### src/rtl/boson_video_pkg.sv
// boson_video_pkg: pattern selectors, FSM state type and default Boson timing constants.
package boson_video_pkg;

    localparam logic [1:0] PAT_STRIPE = 2'd0;
    localparam logic [1:0] PAT_HRAMP  = 2'd1;
    localparam logic [1:0] PAT_VRAMP  = 2'd2;
    localparam logic [1:0] PAT_FCOUNT = 2'd3;

    localparam int DEF_DATA_W        = 16;
    localparam int DEF_LINE_CLKS     = 1711;
    localparam int DEF_FRAME_LINES   = 263;
    localparam int DEF_VBLANK_LINES  = 7;
    localparam int DEF_HSYNC_CLKS    = 7;
    localparam int DEF_ACTIVE_START  = 693;
    localparam int DEF_ACTIVE_PIXELS = 320;

    typedef enum logic {
        ST_IDLE,
        ST_RUN
    } state_t;

endpackage

### src/rtl/boson_pattern_gen_if.sv
// boson_pattern_gen_if: control inputs and CMOS-style video outputs of the pattern source.
interface boson_pattern_gen_if #(
    parameter int DATA_W = 16
);

    logic              pix_ce;
    logic              enable;
    logic [1:0]        mode;
    logic [DATA_W-1:0] cmos_dq;
    logic              cmos_vsync;
    logic              cmos_hsync;
    logic              cmos_valid;
    logic              frame_start;
    logic [15:0]       frame_count;

    modport master (
        input  pix_ce, enable, mode,
        output cmos_dq, cmos_vsync, cmos_hsync, cmos_valid, frame_start, frame_count
    );

    modport slave (
        output pix_ce, enable, mode,
        input  cmos_dq, cmos_vsync, cmos_hsync, cmos_valid, frame_start, frame_count
    );

endinterface

### src/rtl/boson_timing_counter.sv
// boson_timing_counter: h/v raster counters advancing on adv_i; exposes post-update values and end-of-frame.
module boson_timing_counter #(
    parameter  int LINE_CLKS   = 1711,
    parameter  int FRAME_LINES = 263,
    localparam int HW          = $clog2(LINE_CLKS),
    localparam int VW          = $clog2(FRAME_LINES)
) (
    input  logic          clk,
    input  logic          reset,
    input  logic          adv_i,
    output logic [HW-1:0] h_nxt_o,
    output logic [VW-1:0] v_nxt_o,
    output logic          eof_o
);

    logic [HW-1:0] h_q, h_d;
    logic [VW-1:0] v_q, v_d;
    logic          h_end, v_end;

    always_comb begin
        h_end = h_q == HW'(LINE_CLKS - 1);
        v_end = v_q == VW'(FRAME_LINES - 1);
        h_d   = adv_i ? (h_end ? '0 : h_q + 1'b1) : h_q;
        v_d   = (adv_i && h_end) ? (v_end ? '0 : v_q + 1'b1) : v_q;
    end

    always_ff @(posedge clk) begin
        if (reset) begin
            h_q <= '0;
            v_q <= '0;
        end else begin
            h_q <= h_d;
            v_q <= v_d;
        end
    end

    assign h_nxt_o = h_d;
    assign v_nxt_o = v_d;
    assign eof_o   = h_end && v_end;

endmodule

### src/rtl/boson_pattern_gen.sv
// boson_pattern_gen: Boson-style CMOS video source with VSYNC/HSYNC/VALID timing and four test patterns.
module boson_pattern_gen
    import boson_video_pkg::*;
#(
    parameter int DATA_W        = DEF_DATA_W,
    parameter int LINE_CLKS     = DEF_LINE_CLKS,
    parameter int FRAME_LINES   = DEF_FRAME_LINES,
    parameter int VBLANK_LINES  = DEF_VBLANK_LINES,
    parameter int HSYNC_CLKS    = DEF_HSYNC_CLKS,
    parameter int ACTIVE_START  = DEF_ACTIVE_START,
    parameter int ACTIVE_PIXELS = DEF_ACTIVE_PIXELS
) (
    input  logic                clk,
    input  logic                reset,
    boson_pattern_gen_if.master vid
);

    localparam int HW = $clog2(LINE_CLKS);
    localparam int VW = $clog2(FRAME_LINES);

    if (ACTIVE_START + ACTIVE_PIXELS > LINE_CLKS) begin : g_bad_active
        $error("active window exceeds line length");
    end
    if (VBLANK_LINES >= FRAME_LINES) begin : g_bad_vblank
        $error("vertical blank must be shorter than the frame");
    end
    if (HSYNC_CLKS >= LINE_CLKS) begin : g_bad_hsync
        $error("hsync prefix must be shorter than the line");
    end

    state_t            state_q, state_d;
    logic [1:0]        mode_q, mode_d;
    logic [15:0]       fc_q, fc_d;
    logic [DATA_W-1:0] dq_q, dq_d, pat;
    logic              vs_q, vs_d, hs_q, hs_d, va_q, va_d, fs_q, fs_d;
    logic              adv, eof;
    logic [HW-1:0]     h_n, x;
    logic [VW-1:0]     v_n, y;

    assign adv = vid.pix_ce && state_q == ST_RUN;

    boson_timing_counter #(
        .LINE_CLKS  (LINE_CLKS),
        .FRAME_LINES(FRAME_LINES)
    ) u_cnt (
        .clk    (clk),
        .reset  (reset),
        .adv_i  (adv),
        .h_nxt_o(h_n),
        .v_nxt_o(v_n),
        .eof_o  (eof)
    );

    // Outputs depend only on state, counters, mode_q and fc_q, so they hold naturally between strobes.
    always_comb begin
        state_d = state_q;
        mode_d  = mode_q;
        fc_d    = fc_q;
        fs_d    = 1'b0;
        if (vid.pix_ce && state_q == ST_IDLE && vid.enable) begin
            state_d = ST_RUN;
            mode_d  = vid.mode;
            fs_d    = 1'b1;
        end else if (adv && eof) begin
            fc_d    = fc_q + 16'd1;
            mode_d  = vid.enable ? vid.mode : mode_q;
            fs_d    = vid.enable;
            state_d = vid.enable ? ST_RUN : ST_IDLE;
        end
        x    = h_n - HW'(ACTIVE_START);
        y    = v_n - VW'(VBLANK_LINES);
        vs_d = state_d == ST_RUN && 32'(v_n) >= VBLANK_LINES;
        hs_d = vs_d && 32'(h_n) >= HSYNC_CLKS;
        va_d = vs_d && 32'(h_n) >= ACTIVE_START && 32'(h_n) < ACTIVE_START + ACTIVE_PIXELS;
        pat  = mode_d == PAT_STRIPE ? {DATA_W{~x[1]}} :
               mode_d == PAT_HRAMP  ? DATA_W'(x) :
               mode_d == PAT_VRAMP  ? DATA_W'(y) : DATA_W'(fc_q);
        dq_d = va_d ? pat : '0;
    end

    always_ff @(posedge clk) begin
        if (reset) begin
            state_q <= ST_IDLE;
            mode_q  <= '0;
            fc_q    <= '0;
            dq_q    <= '0;
            vs_q    <= 1'b0;
            hs_q    <= 1'b0;
            va_q    <= 1'b0;
            fs_q    <= 1'b0;
        end else begin
            state_q <= state_d;
            mode_q  <= mode_d;
            fc_q    <= fc_d;
            dq_q    <= dq_d;
            vs_q    <= vs_d;
            hs_q    <= hs_d;
            va_q    <= va_d;
            fs_q    <= fs_d;
        end
    end

    assign vid.cmos_dq     = dq_q;
    assign vid.cmos_vsync  = vs_q;
    assign vid.cmos_hsync  = hs_q;
    assign vid.cmos_valid  = va_q;
    assign vid.frame_start = fs_q;
    assign vid.frame_count = fc_q;

endmodule

### src/flat_wrapper.sv
// flat-port wrapper written by rule: the top's interface ports become plain ports
module boson_pattern_gen_flat import boson_video_pkg::*;
#(
    parameter int DATA_W        = DEF_DATA_W,
    parameter int LINE_CLKS     = DEF_LINE_CLKS,
    parameter int FRAME_LINES   = DEF_FRAME_LINES,
    parameter int VBLANK_LINES  = DEF_VBLANK_LINES,
    parameter int HSYNC_CLKS    = DEF_HSYNC_CLKS,
    parameter int ACTIVE_START  = DEF_ACTIVE_START,
    parameter int ACTIVE_PIXELS = DEF_ACTIVE_PIXELS
)
  (clk, reset, vid_pix_ce, vid_enable, vid_mode, vid_cmos_dq, vid_cmos_vsync, vid_cmos_hsync, vid_cmos_valid, vid_frame_start, vid_frame_count);
  boson_pattern_gen_if #(.DATA_W(DATA_W)) vid_i ();
  input  logic clk;
  input  logic reset;
  input wire logic [$bits(vid_i.pix_ce)-1:0] vid_pix_ce;
  input wire logic [$bits(vid_i.enable)-1:0] vid_enable;
  input wire logic [$bits(vid_i.mode)-1:0] vid_mode;
  output wire logic [$bits(vid_i.cmos_dq)-1:0] vid_cmos_dq;
  output wire logic [$bits(vid_i.cmos_vsync)-1:0] vid_cmos_vsync;
  output wire logic [$bits(vid_i.cmos_hsync)-1:0] vid_cmos_hsync;
  output wire logic [$bits(vid_i.cmos_valid)-1:0] vid_cmos_valid;
  output wire logic [$bits(vid_i.frame_start)-1:0] vid_frame_start;
  output wire logic [$bits(vid_i.frame_count)-1:0] vid_frame_count;
  assign vid_i.pix_ce = vid_pix_ce;
  assign vid_i.enable = vid_enable;
  assign vid_i.mode = vid_mode;
  assign vid_cmos_dq = vid_i.cmos_dq;
  assign vid_cmos_vsync = vid_i.cmos_vsync;
  assign vid_cmos_hsync = vid_i.cmos_hsync;
  assign vid_cmos_valid = vid_i.cmos_valid;
  assign vid_frame_start = vid_i.frame_start;
  assign vid_frame_count = vid_i.frame_count;
  boson_pattern_gen #(.DATA_W(DATA_W), .LINE_CLKS(LINE_CLKS), .FRAME_LINES(FRAME_LINES), .VBLANK_LINES(VBLANK_LINES), .HSYNC_CLKS(HSYNC_CLKS), .ACTIVE_START(ACTIVE_START), .ACTIVE_PIXELS(ACTIVE_PIXELS)) u_core (.clk(clk), .reset(reset), .vid(vid_i));
endmodule
### config.mk
export PLATFORM = sky130hd
export DESIGN_NAME = boson_pattern_gen_flat
export DESIGN_NICKNAME = d
export VERILOG_FILES = /design/src/rtl/boson_video_pkg.sv /design/src/rtl/boson_pattern_gen_if.sv /design/src/rtl/boson_timing_counter.sv /design/src/rtl/boson_pattern_gen.sv /design/src/flat_wrapper.sv
export SDC_FILE = /design/constraint.sdc
export NUM_CORES = 1
export LEC_CHECK = 0
export BUFFER_PORTS_ARGS = -buffer_cell sky130_fd_sc_hd__buf_2
export CORE_MARGIN = 1
export CORE_UTILIZATION = 47
export DETAILED_ROUTE_END_ITERATION = 8
export PLACE_DENSITY = 0.67
export SETUP_SLACK_MARGIN = 0.15
export SYNTH_ARGS = -nofsm -noshare
export SYNTH_HDL_FRONTEND = slang
export SYNTH_HIERARCHICAL = 1
export SYNTH_SLANG_ARGS = --single-unit
### constraint.sdc
create_clock -name clk -period 3.4 [get_ports clk]
set_input_delay 0.34 -clock clk [delete_from_list [all_inputs] [get_ports clk]]
set_output_delay 0.34 -clock clk [all_outputs]
set_load 0.005 [all_outputs]
# After elaboration in Yosys (flattened, before gate mapping)

Cells that the tools add are included.

$add $sub $neg: 5
$lt $le $gt $ge: 4
Equal/unequal tests: 4
Multiplexer cells: 15
Bitwise operators: 4
Reduce and logical (&&, ||, !) cells: 13

Operator list:

| operator                                                                       | number |
|---|---|
| 16-bit 2-to-1 mux                                                              | 3 |
| 11-bit 2-to-1 mux                                                              | 2 |
| 9-bit 2-to-1 mux                                                               | 2 |
| 16-bit by 1-bit adder with 16-bit output, second input constant                | 1 |
| 11-bit by 1-bit adder with 11-bit output, second input constant                | 1 |
| 11-bit == test, second input constant                                          | 1 |
| 11-bit by 10-bit >= comparator with 1-bit output, second input constant        | 1 |
| 11-bit by 3-bit >= comparator with 1-bit output, second input constant         | 1 |
| 11-bit by 10-bit less-than comparator with 1-bit output, second input constant | 1 |
| 11-bit by 10-bit subtractor with 11-bit output, second input constant          | 1 |
| 1-bit logical AND                                                              | 10 |
| 9-bit by 1-bit adder with 9-bit output, second input constant                  | 1 |
| 9-bit == test, second input constant                                           | 1 |
| 9-bit by 3-bit >= comparator with 1-bit output, second input constant          | 1 |
| 9-bit by 3-bit subtractor with 9-bit output, second input constant             | 1 |
| 2-bit 2-to-1 mux                                                               | 3 |
| 1-bit 2-to-1 mux                                                               | 5 |
| 1-bit inverter                                                                 | 4 |
| 2-bit by 1-bit == test with 1-bit output, second input constant                | 1 |
| 2-bit == test, second input constant                                           | 1 |
| 2-bit zero test                                                                | 1 |
| 2-bit AND reduction                                                            | 1 |
| 2-bit OR reduction                                                             | 1 |

Flip-flop bits (word level): 59
Input bits: 6
Word-level logic and storage cells: 55

# Logic depth before layout (Yosys ltp)

Gate-level depths: netlist (run 1).

Depth in word-level cells: 10
Mapped depth: 14
Gate-level depth less buffers: 13

# Modules after synthesis

The synthesis (run 1) kept the hierarchy.

By module, submodules not included:

| module               | instances | cells each | area an instance (sq um) | seq. area each (sq um) |
|---|---|---|---|---|
| boson_pattern_gen    | 1         | 261        | 2162.1                   | 780.7 |
| boson_timing_counter | 1         | 149        | 1194.9                   | 400.4 |

# Least setup slack after synthesis (run 1)

OpenSTA, ideal clock, no wires.

Path kind: reg-to-reg
Start: reg u_core.u_cnt.h_q[4]
End: reg u_core.dq_q[10], in the netlist u_core/vid.cmos_dq[10]
Library setup time: 74 ps
Arrival time: 2797 ps
Required time: 3326 ps
Slack: 529 ps
Cell stages (with the launch flop): 14
Clock period less this slack: 2871 ps
Cells stage by stage: dfxtp_1 -> buf_6 -> or3b_4 -> or4_4 -> buf_6 -> or3_1 -> nand2_1 -> ha_1 -> a21oi_1 -> nand2_1 -> o31a_2 -> nand4_4 -> buf_6 -> a31oi_1

RTL lines:

| element                                        | RTL line                   | text |
|---|---|---|
| from (decl)                                    | boson_timing_counter.sv:16 | `logic [HW-1:0] h_q, h_d;` |
| from (signal assigned)                         | boson_timing_counter.sv:29 | `h_q <= '0;` |
| from (signal assigned)                         | boson_timing_counter.sv:32 | `h_q <= h_d;` |
| 11-bit == test                                 | boson_timing_counter.sv:21 | `h_end = h_q == HW'(LINE_CLKS - 1);` |
| 1-bit logical AND                              | boson_timing_counter.sv:24 | `v_d = (adv_i && h_end) ? (v_end ? '0 : v_q + 1'b1) : v_q;` |
| 9-bit 2-to-1 mux                               | boson_timing_counter.sv:24 |  |
| net u_core.v_n[0]                              | boson_pattern_gen.sv:38    | `logic [VW-1:0] v_n, y;` |
| 9-bit by 3-bit >= comparator with 1-bit output | boson_pattern_gen.sv:72    | `vs_d = state_d == ST_RUN && 32'(v_n) >= VBLANK_LINES;` |
| 1-bit logical AND                              | boson_pattern_gen.sv:72    |  |
| 1-bit logical AND (2 in a row)                 | boson_pattern_gen.sv:74    | `va_d = vs_d && 32'(h_n) >= ACTIVE_START && 32'(h_n) < ACTIVE_START + ACTIVE_PIXELS;` |
| 1-bit inverter (no source line)                | n/a                        |  |
| 2-bit OR reduction (no source line)            | n/a                        |  |
| to (signal assigned)                           | boson_pattern_gen.sv:95    | `dq_q <= dq_d;` |
| to (decl)                                      | boson_pattern_gen.sv:34    | `logic [DATA_W-1:0] dq_q, dq_d, pat;` |

The timed path passes the listed nets, and every way through them passes these cells.
A chain may end at the register's enable or synchronous reset.

# Worst setup path in the final report (run 1)

Start: reg u_core.u_cnt.h_q[4]
End: reg u_core.va_q, in the netlist u_core/vid.cmos_valid

RTL lines:

| element                                        | RTL line                   | text |
|---|---|---|
| 11-bit == test                                 | boson_timing_counter.sv:21 |  |
| 1-bit logical AND                              | boson_timing_counter.sv:24 |  |
| 9-bit 2-to-1 mux                               | boson_timing_counter.sv:24 |  |
| net u_core.v_n[5]                              | boson_pattern_gen.sv:38    |  |
| 9-bit by 3-bit >= comparator with 1-bit output | boson_pattern_gen.sv:72    |  |
| 1-bit logical AND                              | boson_pattern_gen.sv:72    |  |
| 1-bit logical AND (2 in a row)                 | boson_pattern_gen.sv:74    |  |
| to (signal assigned)                           | boson_pattern_gen.sv:98    | `va_q <= va_d;` |
| to (decl)                                      | boson_pattern_gen.sv:35    | `logic vs_q, vs_d, hs_q, hs_d, va_q, va_d, fs_q, fs_d;` |

The timed path passes the listed nets, and every way through them passes these cells.

==> flow_summary.json, run 1 <==
{
  "outcome": "finished clean",
  "die_y_um": 86.52,
  "critPathTopFamily": "simple AND/OR/NAND/NOR gates",
  "grt_antenna_before_repair": 0,
  "synth_nets": 425,
  "slowest_delay_ns": 0.60,
  "path_cells": "or3b_4 > or4_4 > o21ai_1 > nand2_1 > nor4_2 > nand2_1 > o31a_4 > nand4_2 > buf_4 > inv_1",
  "power.density_nw_per_um2": 395.0,
  "regToRegStartpoint": "u_core/u_cnt/h_q[4]$_SDFF_PP0_",
  "grt_first_pass_wirelength_mm": 13.57,
  "dpl.hpwl_mm": 5.889,
  "num_rows": 30,
  "finalNetCount": 472,
  "crit_type": "flip-flop to flip-flop",
  "clkSinkCount": 59,
  "drc_errors": 0,
  "place_congestion": 0.8147,
  "vdd_drop_max_mv": 0.2513,
  "fp.coreArea_um2": 6832,
  "end_kind": "flip-flop",
  "p_leak_nw": 1.493,
  "wl_mm": 8.433,
  "synth_edf_count": 0,
  "synth-seq-cells": 59,
  "critical_path_arrival_ns": 3.34,
  "ioPinCount": 42,
  "area_delta_synth_final_pct": 17.41,
  "min_path_type": "primary input to flip-flop",
  "synth_common_cells": "dfxtp_1, nand2_1, nor2_1, a21oi_1, nand3_1",
  "post-route-util_pct": 57.69,
  "rr_worst_depth": 10,
  "synth_ff_type": "dfxtp_1",
  "fin_crit_sh_pct": 90.95,
  "max_freq_ghz": 0.3234,
  "tightestPinTransition_ns": 0.8159,
  "final-setup-viol-count": 0,
  "tns_ns": 0,
  "r2r_end": "u_core/vid.cmos_valid$_SDFF_PP0_",
  "fin_crit_ns": 3.092,
  "hp-start": "vid_pix_ce",
  "wl_per_cell_um": 15.11,
  "cts-root-buf": "clkbuf_8",
  "antenna_left": 0,
  "yosysMostFrequentCell": "dfxtp_1",
  "critPathBufInv": 2,
  "clkTransAtPathRegs_ns": 0.07,
  "initial_utilization_pct": 49.14,
  "cts_buffers": 9,
  "async_reset_ff_share_pct": 0,
  "antennaDiodeCount": 0,
  "overflow": 0,
  "layout-drive-gt1-share_pct": 19.26,
  "grt_pass1_vias": 2821,
  "netlist_instances": 410,
  "clockBufferDepth": 2,
  "routed_via_density": 5.679,
  "tritoncts": "done",
  "skew_ns": 0.005985,
  "ys_top_cells_by_area": "dfxtp_1, xnor2_1, nand2_1, a21oi_1, nand3_1",
  "crit_path_start_kind": "flip-flop",
  "synth_top_cell_by_area": "dfxtp_1",
  "hold_path_end": "u_core/state_q$_SDFF_PP0_",
  "die_w_um": 86.52,
  "hold_depth": 3,
  "worstPathMaxFanout": 11,
  "netlist_area_um2": 3357,
  "synth.yosys.seq_area_share_pct": 35.18,
  "drv_slew": 0,
  "ys_types": 60,
  "crit_slowest_cell": "or4_4",
  "syn_area_per_cell_um2": 8.188,
  "num_vias": 3169,
  "reg2reg_slack_ns": 0.31,
  "cap_violations": 0,
  "rsz0062_at_grt": "no",
  "grt_start_max_net_pins": 41,
  "grt_usage_pct": 23.28,
  "path_common_cell": "nand2_1",
  "drtPass1Iterations": 5,
  "hold_viol": 0,
  "maxSlewHeadroom_pct": 45.61,
  "die-area_um2": 7485,
  "synth_top_cell_area_share_pct": 35.18,
  "port_buffers": 41,
  "cp.required_ns": 3.65,
  "ys_warn_count": 6,
  "clk_latency_ns": 0.34,
  "htreeDepth": 3,
  "drt_iter0_markers": 208
}
==> layout by cell type, fill, tap and decap left out, types with 7 or more instances in the layout <==
cell / instances
dfxtp_1: 59
nand2_1: 48
buf_2: 41
nor2_1: 29
a21oi_1: 26
nand3_1: 24
xnor2_1: 21
inv_1: 19
o21ai_0: 12
or3_1: 11
nor3_1: 10
clkbuf_8: 9
ha_1: 9
nand4_1: 8
and2_1: 7
xor2_1: 7
nand2b_1: 7
nor2b_1: 7
==> area by class of cell <==
class	count	area, um2
repair buffers	47	250.2
well taps	96	120.1
flip-flops and latches	59	1181
clock inverters	7	116.4
multi-input cells	321	2078
fillers	648	2890
clock buffers	9	123.9
inverters	19	71.32
==> worst max path at each step <==
| stage | start | endpoint | slack [ns] | depth (start not counted) |
|---|---|---|---|---|
| after floorplan | u_core/u_cnt/h_q[4]$_SDFF_PP0_ | u_core/vid.cmos_dq[10]$_SDFF_PP0_ | 0.53 | 13 |
| after global placement | vid_pix_ce | u_core/vid.cmos_dq[2]$_SDFF_PP0_ | 0.32 | 12 |
| after detailed placement | vid_pix_ce | u_core/vid.cmos_dq[2]$_SDFF_PP0_ | 0.27 | 12 |
| after CTS | u_core/u_cnt/h_q[0]$_SDFF_PP0_ | u_core/vid.cmos_dq[2]$_SDFF_PP0_ | 0.18 | 11 |
| after global routing | u_core/u_cnt/h_q[4]$_SDFF_PP0_ | u_core/vid.cmos_dq[6]$_SDFF_PP0_ | 0.16 | 10 |
| final | u_core/u_cnt/h_q[4]$_SDFF_PP0_ | u_core/vid.cmos_valid$_SDFF_PP0_ | 0.31 | 10 |
==> layer usage <==
layer | vias up | track usage, % | part of all wire [%] | wire, um
li1 | 1574 | - | - | -
met1 | 1479 | 31.65 | 46 | 3915
met2 | 103 | 36.58 | 46 | 3914
met3 | 13 | 5.143 | 5.5 | 465
met4 | 0 | 7.727 | 1.6 | 138
met5 | - | 0 | 0 | 0
==> per-stage QoR <==
stage	hold WS (ns)	cells	total power [mW]	area [um2]	setup WS, ns
2_1_floorplan	0.4085	410	0.7661	3357	0.5292
3_3_place_gp	0.4969	539	0.7873	3646	0.3221
3_5_place_dp	0.4991	539	0.7884	3646	0.2737
4_1_cts	0.3492	555	1.568	3886	0.1835
5_1_grt	0.3939	558	1.605	3941	0.1622
6_report	0.3673	558	1.557	3941	0.3077
==> cells by family after synthesis <==
| group | synth area share (%) |
|---|---|
| DFF | 35.18 |
| muxes | 1.304 |
| adders and majority gates | 3.355 |
| AOI/OAI and AO/OA | 17.18 |
| buffers and inverters | 4.323 |
| xor gates and xnor gates | 7.305 |
| and+or+nand+nor | 31.35 |
==> report_power, final <==
group	internal, mW	switching (mW)
combinational	0.0259	0.0513
clock	0.485	0.298
sequential	0.694	0.00301
==> worst reg2reg max path, delay by kind of cell, from the launching register on <==
kind            cells  cell delay, ns
simple gates        6            1.81
compound gates      2            0.64
buf+inv             2            0.18
flops               1            0.38
==> repair_timing <==
action,4_1_cts,5_1_grt
buffers inserted,0,1
hold buffers,0,0
setup endpoints to repair,0,17
resized for setup,0,6
==> flip-flops by register name (all words and copies together), names as in the netlist <==
| signal | flops |
|---|---|
| u_core/vid.frame_count | 16 |
| u_core/vid.cmos_dq | 16 |
| u_core/vid.cmos_vsync | 1 |
| u_core/vid.frame_start | 1 |
| u_core/vid.cmos_valid | 1 |
| u_core/u_cnt/v_q | 9 |
| u_core/mode_q | 2 |
| u_core/vid.cmos_hsync | 1 |
| u_core/state_q | 1 |
| u_core/u_cnt/h_q | 11 |
Note: power is estimated with default switching activity, not from simulation.
==> inputs of run 2 (changes only) <==
--- a/config.mk
+++ b/config.mk
@@ -5,7 +5,7 @@
 export SDC_FILE = /design/constraint.sdc
 export NUM_CORES = 1
 export LEC_CHECK = 0
-export BUFFER_PORTS_ARGS = -buffer_cell sky130_fd_sc_hd__buf_2
+export BUFFER_PORTS_ARGS = -buffer_cell sky130_fd_sc_hd__buf_4
 export CORE_MARGIN = 1
 export CORE_UTILIZATION = 47
 export DETAILED_ROUTE_END_ITERATION = 8
==> flow_summary.json, run 2 (synthesis results as in run 1) <==
{
  "drv_slew": 0,
  "hp-start": "vid_pix_ce",
  "cts_buffers": 9,
  "critPathTopFamily": "simple AND/OR/NAND/NOR gates",
  "fin_crit_ns": 3.109,
  "vdd_drop_max_mv": 0.1984,
  "die_y_um": 86.52,
  "overflow": 0,
  "antenna_left": 0,
  "initial_utilization_pct": 49.14,
  "area_delta_synth_final_pct": 19.31,
  "critical_path_arrival_ns": 3.41,
  "clk_latency_ns": 0.35,
  "post-route-util_pct": 58.63,
  "power.density_nw_per_um2": 359.5,
  "port_buffers": 41,
  "drc_errors": 0,
  "path_common_cell": "nand2_1",
  "routed_via_density": 5.624,
  "cap_violations": 0,
  "crit_slowest_cell": "or4_4",
  "maxSlewHeadroom_pct": 50.63,
  "crit_path_start_kind": "flip-flop",
  "tightestPinTransition_ns": 0.7348,
  "cp.required_ns": 3.70,
  "num_vias": 3138,
  "grt_pass1_vias": 2887,
  "slowest_delay_ns": 0.59,
  "grt_usage_pct": 23.78,
  "finalNetCount": 472,
  "grt_antenna_before_repair": 0,
  "final_common_cell": "dfxtp_1",
  "place_congestion": 0.8651,
  "wl_per_cell_um": 15.46,
  "end_kind": "flip-flop",
  "layout-drive-gt1-share_pct": 19.26,
  "dpl.hpwl_mm": 6.105,
  "grt_first_pass_wirelength_mm": 13.68,
  "min_path_type": "primary input to flip-flop",
  "ioPinCount": 42,
  "num_rows": 30,
  "clkTransAtPathRegs_ns": 0.08,
  "regToRegStartpoint": "u_core/u_cnt/h_q[4]$_SDFF_PP0_",
  "fin_crit_sh_pct": 91.46,
  "final-setup-viol-count": 0,
  "rsz0062_at_grt": "yes",
  "tritoncts": "done",
  "outcome": "finished clean",
  "drtPass1Iterations": 4,
  "antennaDiodeCount": 0,
  "crit_type": "flip-flop to flip-flop",
  "design_area_um2": 4005,
  "htreeDepth": 3,
  "critPathBufInv": 0,
  "clockBufferDepth": 2,
  "worstPathMaxFanout": 10,
  "ctsHoldBuffers": 0,
  "skew_ns": 0.009279,
  "cts-root-buf": "clkbuf_8",
  "grt_start_max_net_pins": 41,
  "placed_area_um2": 3749,
  "die_w_um": 86.52,
  "tns_ns": 0,
  "drt_iter0_markers": 187,
  "clkSinkCount": 59,
  "hold_viol": 0,
  "p_leak_nw": 1.479,
  "path_cells": "or3b_4 > or4_4 > or3_1 > nand2_1 > ha_2 > a21oi_1 > nand2_1 > o31a_4 > nand4_4 > o21ba_2",
  "final_cell_mix": "dfxtp_1, buf_4, nand2_1",
  "max_freq_ghz": 0.3216,
  "wl_mm": 8.625,
  "die-area_um2": 7485,
  "crit_start": "u_core/u_cnt/h_q[4]$_SDFF_PP0_",
  "fp.coreArea_um2": 6832
}
run 2: cell types whose count changed in the layout (fill, tap and decap cells not counted), moves of 2 or more:
| cell | delta |
|---|---|
| buf_4 | +42 |
| buf_2 | -41 |
| bufinv_16 | -2 |
| clkinv_4 | +2 |
run 2: path summary, 6_finish.rpt:
kind                                                          end  slack (ns)  cells past startpoint
worst max-delay path             u_core/vid.cmos_dq[2]$_SDFF_PP0_        0.29                     10
worst min-delay path                    u_core/state_q$_SDFF_PP0_        0.34                      3
worst max register to register   u_core/vid.cmos_dq[2]$_SDFF_PP0_        0.29                     10
worst min register to register  u_core/vid.cmos_dq[15]$_SDFF_PP0_        0.52                      2
run 2: layout make-up:
class	instances	area, um2
Fill cell	657	2826
Clock buffer	9	123.9
Sequential cell	59	1181
Clock inverter	7	77.57
Timing Repair Buffer	48	360.3
Multi-Input combinational cell	320	2071
Inverter	19	71.32
Tap cell	96	120.1
run 2: worst min-delay path, cell delays in order:
cell and delay [ns]:
buf_4 0.10, a21bo_2 0.12, a21oi_2 0.07
run 2: metal layers:
| layer | track usage [%] | share of wire [%] |
|---|---|---|
| met1 | 32.41 | 49 |
| met2 | 36.65 | 45 |
| met3 | 3.810 | 3.0 |
| met4 | 11.36 | 2.2 |
| met5 | 0 | 0 |
run 2: timing repair:
item / 4_1_cts / 5_1_grt
gates resized for setup: 0 / 7
setup buffers: 0 / 2
setup endpoints to repair: 0 / 17
run 2: through the flow:
step	worst slack (ns)	hold WS, ns	total power [mW]	std cells
floorplan	0.5292	0.4085	0.7661	410
global placement	0.3427	0.5010	0.7893	539
detailed placement	0.2698	0.5029	0.7907	539
CTS	0.2519	0.3209	1.445	555
global route	0.1511	0.3487	1.485	558
finish	0.2905	0.3444	1.440	558
run 2: power by group:
group / leakage (nW) / internal [mW] / total (mW) / switching (mW)
Clock: 0.0998 / 0.343 / 0.664 / 0.321
Combinational: 0.904 / 0.0278 / 0.0797 / 0.0519
Sequential: 0.476 / 0.694 / 0.697 / 0.00303
==> inputs of run 3 (changes only) <==
--- a/config.mk
+++ b/config.mk
@@ -9,6 +9,7 @@
 export CORE_MARGIN = 1
 export CORE_UTILIZATION = 47
 export DETAILED_ROUTE_END_ITERATION = 8
+export GPL_TIMING_DRIVEN = 0
 export PLACE_DENSITY = 0.67
 export SETUP_SLACK_MARGIN = 0.15
 export SYNTH_ARGS = -nofsm -noshare
==> constraint.sdc (replaced) <==
create_clock -name clk -period 3.4 [get_ports clk]
set_input_delay 0.85 -clock clk [delete_from_list [all_inputs] [get_ports clk]]
set_output_delay 0.85 -clock clk [all_outputs]
set_load 0.01 [all_outputs]
==> flow_summary.json, run 3 (synthesis results as in run 1) <==
{
  "outcome": "finished clean",
  "antennaDiodeCount": 0,
  "maxSlewHeadroom_pct": 52.48,
  "dpl.hpwl_mm": 6.142,
  "cts-root-buf": "clkbuf_8",
  "antenna_left": 0,
  "placed_area_um2": 3785,
  "grt_pass1_vias": 2820,
  "critical_path_arrival_ns": 3.43,
  "p_leak_nw": 1.537,
  "grt_usage_pct": 24.33,
  "num_rows": 30,
  "die_y_um": 86.52,
  "drt_iter0_markers": 232,
  "layout-drive-gt1-share_pct": 21.61,
  "fin_crit_ns": 3.157,
  "drc_errors": 0,
  "overflow": 0,
  "r2r_end": "u_core/vid.cmos_dq[10]$_SDFF_PP0_",
  "port_buffers": 41,
  "fin_crit_sh_pct": 92.86,
  "place_congestion": 0.8467,
  "crit_type": "flip-flop to flip-flop",
  "skew_ns": 0.01031,
  "reg2reg_slack_ns": 0.24,
  "dp_cells": 547,
  "multiInputGateArea_um2": 2121,
  "end_kind": "flip-flop",
  "grt_start_max_net_pins": 12,
  "final_cell_mix": "dfxtp_1, buf_4, nand2_1",
  "final_common_cell": "dfxtp_1",
  "worstPathMaxFanout": 10,
  "rsz0062_at_grt": "no",
  "power.density_nw_per_um2": 383.3,
  "area_delta_synth_final_pct": 23.89,
  "vdd_drop_max_mv": 0.3220,
  "seqCellArea_um2": 1181,
  "clk_latency_ns": 0.34,
  "wl_per_cell_um": 15.49,
  "cap_violations": 0,
  "clockBufferDepth": 2,
  "hold_viol": 0,
  "min_path_type": "flip-flop to flip-flop",
  "ioPinCount": 42,
  "max_freq_ghz": 0.3167,
  "tightestPinTransition_ns": 0.7078,
  "final-setup-viol-count": 0,
  "hold_path_end": "u_core/vid.cmos_dq[15]$_SDFF_PP0_",
  "initial_utilization_pct": 49.14,
  "crit_path_start_kind": "flip-flop",
  "regToRegStartpoint": "u_core/u_cnt/h_q[4]$_SDFF_PP0_",
  "htreeDepth": 3,
  "hp-start": "u_core/vid.frame_count[15]$_SDFFE_PP0P_",
  "die-area_um2": 7485,
  "routed_via_density": 5.680,
  "fp.coreArea_um2": 6832,
  "fillers": 616,
  "cp.required_ns": 3.67,
  "design_area_um2": 4159,
  "hold_depth": 2,
  "post-route-util_pct": 60.88,
  "clkTransAtPathRegs_ns": 0.07,
  "grt_antenna_before_repair": 0,
  "die_w_um": 86.52,
  "fin_cells": 568,
  "wl_mm": 8.801,
  "drv_slew": 0,
  "drtPass1Iterations": 5,
  "finalNetCount": 482,
  "cts_buffers": 9,
  "clkSinkCount": 59,
  "rr_worst_depth": 13,
  "tritoncts": "done",
  "num_vias": 3226,
  "grt_first_pass_wirelength_mm": 13.90
}
-- run 3: changes by cell type in the layout (fill, tap and decap cells not counted), moves of 2 or more --
cell / change
nand2_2: +3
o21ai_1: -2
buf_6: +4
nand2_4: +3
buf_4: -4
nand2_1: -6
bufinv_16: +2
clkinv_4: -3
clkbuf_1: +7
clkbuf_2: +2
-- run 3: cell type report --
cell class | instances | share of cell area (%)
Buffer | 13 | 1.805
Clock inverter | 6 | 2.678
Timing Repair Buffer | 45 | 8.213
Inverter | 19 | 1.715
Tap cell | 96 | 2.888
Sequential cell | 59 | 28.40
Multi-Input combinational cell | 320 | 50.99
Clock buffer | 10 | 3.309
-- run 3: per-stage QoR --
| stage | hold slack (ns) | TNS, ns | setup slack [ns] | power [mW] |
|---|---|---|---|---|
| final | 0.4984 | 0 | 0.2426 | 1.594 |
| after global routing | 0.5232 | 0 | 0.1328 | 1.645 |
| after CTS | 0.4986 | 0 | 0.1616 | 1.602 |
| after detailed placement | 0.4878 | -5.653 | -0.3832 | 0.7920 |
| after global placement | 0.4818 | -5.408 | -0.3948 | 0.7905 |
| after floorplan | 0.4782 | 0 | 0.1503 | 0.7663 |
-- run 3: per-layer routing --
metal  track usage [%]  wire (um)
met1             33.61       4207
met2             37.66       4022
met3             3.905        435
met4             10.30        136
met5                 0          0
-- run 3: critical path: stages (launching register included) --
cell     delay, ns
dfxtp_1       0.31
buf_6         0.13
or3b_4        0.40
or4_4         0.54
buf_6         0.16
or3_4         0.39
nand2_4       0.10
ha_4          0.15
a21oi_1       0.07
nand2_1       0.13
o31a_4        0.18
nand4_4       0.17
buf_6         0.20
a31oi_1       0.14
-- run 3: worst max path at each step --
stage | startpoint | depth (start not counted) | end | slack [ns]
floorplan | vid_pix_ce | 13 | u_core/vid.cmos_dq[10]$_SDFF_PP0_ | 0.15
global placement | vid_pix_ce | 14 | u_core/vid.cmos_dq[4]$_SDFF_PP0_ | -0.39
detailed placement | vid_pix_ce | 13 | u_core/vid.cmos_dq[14]$_SDFF_PP0_ | -0.38
CTS | vid_pix_ce | 14 | u_core/vid.cmos_dq[10]$_SDFF_PP0_ | 0.16
global route | u_core/u_cnt/h_q[4]$_SDFF_PP0_ | 13 | u_core/vid.cmos_dq[10]$_SDFF_PP0_ | 0.13
finish | u_core/u_cnt/h_q[4]$_SDFF_PP0_ | 13 | u_core/vid.cmos_dq[10]$_SDFF_PP0_ | 0.24
-- run 3: repair_timing --
action                                  CTS  global route
buffers inserted                          0             3
cloned                                    2             0
endpoints found under the setup margin   17            18
pin swaps                                 2             3
hold buffers                              0             0
gates resized for setup                   6            18
-- run 3: where the power goes --
| part | switching, mW | internal [mW] |
|---|---|---|
| logic | 0.0540 | 0.0283 |
| clock network | 0.307 | 0.508 |
| registers | 0.00353 | 0.694 |
